`src/rtl/exu_lsu_pkg.sv`:
```
// Shared encodings for the load/store unit: access sizes, FSM states and
// the default bus watchdog limit.
package exu_lsu_pkg;

  // Access size encodings (2'b11 is reserved and always treated as misaligned)
  localparam logic [1:0] LSU_SIZE_B = 2'b00;
  localparam logic [1:0] LSU_SIZE_H = 2'b01;
  localparam logic [1:0] LSU_SIZE_W = 2'b10;

  // FSM states
  localparam logic [1:0] IDLE  = 2'b00;
  localparam logic [1:0] ISSUE = 2'b01;
  localparam logic [1:0] WAIT  = 2'b10;
  localparam logic [1:0] EXC   = 2'b11;

  // Default bus response watchdog limit, in cycles
  localparam int unsigned LSU_TIMEOUT_CYCLES = 255;

endpackage

```
`src/rtl/exu_lsu_align.sv`:
```
// Combinational alignment helper for the LSU. The store path steers the
// write data onto byte lanes, builds the byte strobes and flags misaligned
// accesses; the load path moves the addressed byte/half down to bit 0 and
// sign- or zero-extends it. One instance serves each direction.
module exu_lsu_align
  import exu_lsu_pkg::*;
(
  input  logic [31:0] st_data,
  input  logic [1:0]  addr_lo,
  input  logic [1:0]  size,
  input  logic        is_unsigned,
  input  logic [31:0] ld_data,
  output logic [31:0] st_wdata,
  output logic [3:0]  st_wstrb,
  output logic        misalign,
  output logic [31:0] ld_result
);

  logic [31:0] ld_shifted;

  // Store lane replication, strobe generation and alignment check
  always_comb begin
    misalign = (size == 2'b11) ||
               ((size == LSU_SIZE_H) && addr_lo[0]) ||
               ((size == LSU_SIZE_W) && (addr_lo != 2'b00));
    case (size)
      LSU_SIZE_B: begin
        st_wdata = {4{st_data[7:0]}};
        st_wstrb = 4'b0001 << addr_lo;
      end
      LSU_SIZE_H: begin
        st_wdata = {2{st_data[15:0]}};
        st_wstrb = 4'b0011 << addr_lo;
      end
      default: begin
        st_wdata = st_data;
        st_wstrb = 4'b1111;
      end
    endcase
  end

  // Load extraction: shift the addressed lane to bit 0, then extend
  always_comb begin
    ld_shifted = ld_data >> {addr_lo, 3'b000};
    case (size)
      LSU_SIZE_B: ld_result = is_unsigned ? {24'h0, ld_shifted[7:0]}
                                          : {{24{ld_shifted[7]}}, ld_shifted[7:0]};
      LSU_SIZE_H: ld_result = is_unsigned ? {16'h0, ld_shifted[15:0]}
                                          : {{16{ld_shifted[15]}}, ld_shifted[15:0]};
      default:    ld_result = ld_data;
    endcase
  end

endmodule

```
`config.mk`:
```
export PLATFORM = sky130hd
export DESIGN_NAME = exu_lsu_align
export DESIGN_NICKNAME = d
export VERILOG_FILES = /design/src/rtl/exu_lsu_pkg.sv /design/src/rtl/exu_lsu_align.sv
export SDC_FILE = /design/constraint.sdc
export NUM_CORES = 1
export LEC_CHECK = 0
export ABC_AREA = 1
export CELL_PAD_IN_SITES_DETAIL_PLACEMENT = 0
export CELL_PAD_IN_SITES_GLOBAL_PLACEMENT = 1
export CORE_MARGIN = 2
export CORE_UTILIZATION = 17
export DETAILED_ROUTE_END_ITERATION = 10
export PLACE_DENSITY = 0.88
export REMOVE_ABC_BUFFERS = 1
export SYNTH_ARGS = -nofsm -noshare
export SYNTH_HDL_FRONTEND = slang
export SYNTH_SLANG_ARGS = --single-unit
```
`constraint.sdc`:
```
create_clock -name vclk -period 2.6
set_input_delay 0.39 -clock vclk [all_inputs]
set_output_delay 0.39 -clock vclk [all_outputs]
set_load 0.03 [all_outputs]
```
======== After elaboration in Yosys (flattened, before gate mapping) ========
Cells that the tools add are included.
word-level totals
  bits of input ports ..................... 69
  logic and storage cells ................. 17
  output and inout bits ................... 69
  register bits ........................... 0
cells by class
  shift operators ......................... 3
  multiplexer cells ....................... 5
  equality and inequality tests ........... 3
  reduce and logical (&&, ||, !) cells .... 6
operators with widths
  kind                                                                    count
  32-bit one-hot mux with 2 select lines                                  2
  32-bit 2-to-1 mux                                                       2
  32-bit by 5-bit right shift with 16-bit output                          1
  4-bit one-hot mux with 2 select lines                                   1
  2-bit equality test (second input constant)                             2
  1-bit by 2-bit left shift with 4-bit output (first input constant)      1
  2-bit by 2-bit left shift with 4-bit output (first input constant)      1
  2-bit by 1-bit equality test with 1-bit output (second input constant)  1
  1-bit logical AND                                                       2
  2-bit logical NOT                                                       1
  1-bit logical OR                                                        2
  2-bit nonzero test                                                      1

======== Longest topological paths before layout ========
  depth in word-level cells ............... 4
  mapped depth ............................ 8
  mapped depth without buffers ............ 7

======== Worst setup path before layout ========
OpenSTA, ideal clock, no wires.
  kind .................................... input-to-output
  start ................................... input size[1]
  end ..................................... output st_wstrb[1]
  path buffers ............................ 2
  required time ........................... 2210 ps
  arrival ................................. 1686 ps
  slack ................................... 524 ps
  stages on the path ...................... 5
  path through ............................ buf_2 nor2_1 buf_4 nor2_1 o21ai_0
on the way
  cells in the longest elaborated chain, start to end .. 2
  elaborated cells on any way between the ends .. 3
  those cells by class .................... 1 x eq/ne; 1 x mux; 1 x reduce/logical
RTL lines
  element                                                                                     RTL line             text
  from (decl)                                                                                 exu_lsu_align.sv:10  input logic [1:0] size,
  2-bit by 1-bit equality test with 1-bit output / 2-bit logical NOT (equally long branches)  exu_lsu_align.sv:26  case (size)
  4-bit one-hot mux with 2 select lines *                                                     exu_lsu_align.sv:26
  to (decl)                                                                                   exu_lsu_align.sv:14  output logic [3:0] st_wstrb,
Every way passes the cells marked *; elsewhere a longest branch is shown, timed or not.

======== Worst setup path in the final report ========
  start ................................... input addr_lo[1]
  end ..................................... output ld_result[5]
on the way
  cells in the longest elaborated chain, start to end .. 3
  elaborated cells on any way between the ends .. 4
  those cells by class .................... 1 x shift; 3 x mux
RTL lines
  element                                           RTL line                                  text
  from (decl)                                       exu_lsu_align.sv:9                        input logic [1:0] addr_lo,
  32-bit by 5-bit right shift with 16-bit output *  exu_lsu_align.sv:44                       ld_shifted = ld_data >> {addr_lo, 3'b000};
  32-bit 2-to-1 mux (on tied branches)              exu_lsu_align.sv:48, exu_lsu_align.sv:46
  32-bit one-hot mux with 2 select lines *          exu_lsu_align.sv:45                       case (size)
  to (decl)                                         exu_lsu_align.sv:16                       output logic [31:0] ld_result
Marks and branches as above.

==> results.md <==
* Final hold viol count at 0
* Slew @ Worst Pin at 334 ps
* Die Span X at 87.6 µm
* CP startpoint: addr_lo[1]
* Area occupied by registers at 0 µm²
* Worst path depth at 7
* Status: completed
* PortBufs at 138
* Crit path kind: input port to primary output
* Crit path to: ld_result[5]
* GRT met3 Usage at 3.68%
* # diodes at 0
* Drt pass-1 iters at 5
* Finished Layout Cells at 475
* Fmax at 0.403 GHz
* Crit path max-delay family: buffers and inverters
* Final setup vio count at 0
* Area Overhead vs Synth at 111%
* Met2 Use GR at 29.3%
* Slowest-stage cell, CP: clkdlybuf4s50_1
* GRT busiest layer: met2
* Synthesized area at 0.00119 mm²
* GRT overflow at 0
* Max cap viols at 0
* First-pass GRT wire length at 9530 µm
* FILL cells at 750
* Final Max Tran Viols at 0
* Worst setup SP type: input port
* Die Y at 87.6 µm
* VDD IR max at 0.0979 mV
* Most used cell, CP: buf_4
* Core box area at 0.00679 mm²
* Violation count after the first detailed-route iteration at 90
* Vias at 2119
* Final Cycle Share at 95.4%
* Final min period at 2480 ps
* Unrepaired setup endpoints after global routing: no
* CTS resizes at 0
* FFs & Latches at 0
* DIE AREA at 0.00768 mm²
* Ys Warns at 0
* Slew Limit Headroom at 77.7%
* Io pins at 138
* Post-synth cell types at 18
* Antenna violations before repair at 0
* Pin count of the biggest net entering global routing at 25
* Vias in the first global route at 2004
* Setup tns final at 0 ps
* Power Dens Cells at 255 mW/mm²
* Average size of a mapped cell at 4.72 µm²
* # clk buffers at 0
* Setup WS pre-CTS at 103 ps
* # rows at 30
* Worst hold margin at 1310 ps
* Critical Path RT at 2210 ps
* RePlAce Congestion at 0.774
* Global-route usage over all layers at 15.2%
* # nets final at 450
* CP max stage delay at 520 ps
* Crit path max fanout at 8
* Initial Util at 17.5%
* Share of cells above drive strength 1 at 20.3%
* DR vias/cell at 4.46
* Wire length per cell after detailed routing at 13.3 µm
* Post-CTS Hold Fix Bufs at 0
* Number of antenna-violating nets in the routed design at 0
* M1 GR Usage at 17.9%
* Total Power at 641 µW
* Detailed-route DRC error count at 0
* Crit-path cells: clkdlybuf4s50_1 -> buf_4 -> nor2_4 -> inv_1 -> o21ai_0 -> a21oi_1 -> buf_4
* Total routed wirelength at 6330 µm
* Min-delay worst type: input port to primary output
* Leakage dissipation at 0.00124 µW
* Placed insts at 475
* Post-DP HPWL at 5180 µm
* CP Capture Type: primary output
* CP arrival at 2090 ps
* WP buf/inv at 4
* Final setup margin at 119 ps
* Sequential element share of the synthesized area at 0%
* Gate Count Post-Synth at 252
* # Post-CTS Setup Buffers at 0
## per-layer routing
metal / share of wire, % / up-vias
met2: 47 / 130
li1: - / 1066
met4: 0 / 0
met5: 0 / -
met3: 11 / 0
met1: 42 / 923
## power breakdown
| group | switching (µW) | internal, µW | total [µW] |
|---|---|---|---|
| Combinational | 365 | 276 | 641 |
| Clock | 0 | 0 | 0 |
| Sequential | 0 | 0 | 0 |
| Total | 365 | 276 | 641 |
## kinds of logic after synthesis
group                  count (synthesis)  synth area share (%)
AO/OA/AOI/OAI                         36                  16.9
buffers and inverters                 41                  18.7
AND/OR/NAND/NOR                      175                  64.3
## cell usage in the layout (no fill, tap or decap), types with 7 or more instances in the layout
master / Yosys / routed
clkdlybuf4s50_1: 0 / 84
inv_1: 16 / 16
nor2_1: 13 / 13
o21ai_0: 20 / 20
nand2_1: 113 / 113
a21oi_1: 7 / 7
nand3_1: 40 / 40
buf_4: 9 / 63
o211ai_1: 8 / 8
## stage by stage
step / utilization [%] / instance area, µm²
2_1_floorplan: - / 1030
3_3_place_gp: 37.0 / 2510
3_5_place_dp: 37.0 / 2510
4_1_cts: 37.0 / 2510
5_1_grt: 37.0 / 2510
6_report: 37.0 / 2510
## worst min-delay path, delay by kind of cell
kind,cells,cell delay (ps)
buffers and inverters,2,370
and+or+nand+nor,2,160
## layout make-up
cell class	count	area (µm²)	area share (%)
multi-input combinational	211	966	38.4
timing repair buffer	150	1360	54.1
tap	96	120	4.78
inverter	18	67.6	2.69
## Yosys cell counts, drive strengths merged
| cell type | count | area share, % |
|---|---|---|
| inv | 18 | 5.7 |
| nand3 | 44 | 21 |
| nand2 | 115 | 37 |
| a21oi | 7 | 2.9 |
| nor2 | 16 | 6.1 |
| buf | 17 | 11 |
| o21ai | 20 | 8.4 |
| clkbuf | 6 | 1.9 |
| o211ai | 8 | 5.1 |
| a31oi | 1 | 0.53 |
## worst min-delay path by stage
stage                     depth (start not counted)       endpoint       start  slack [ps]
after global placement                            4   ld_result[8]     size[1]        1310
after detailed placement                          4  ld_result[18]     size[1]        1310
after global routing                              4  ld_result[15]     size[1]        1350
after floorplan                                   0    st_wdata[0]  st_data[0]         780
final                                             4  ld_result[18]     size[1]        1310
after CTS                                         4  ld_result[18]     size[1]        1310
Power figures use the tool's default switching activity.
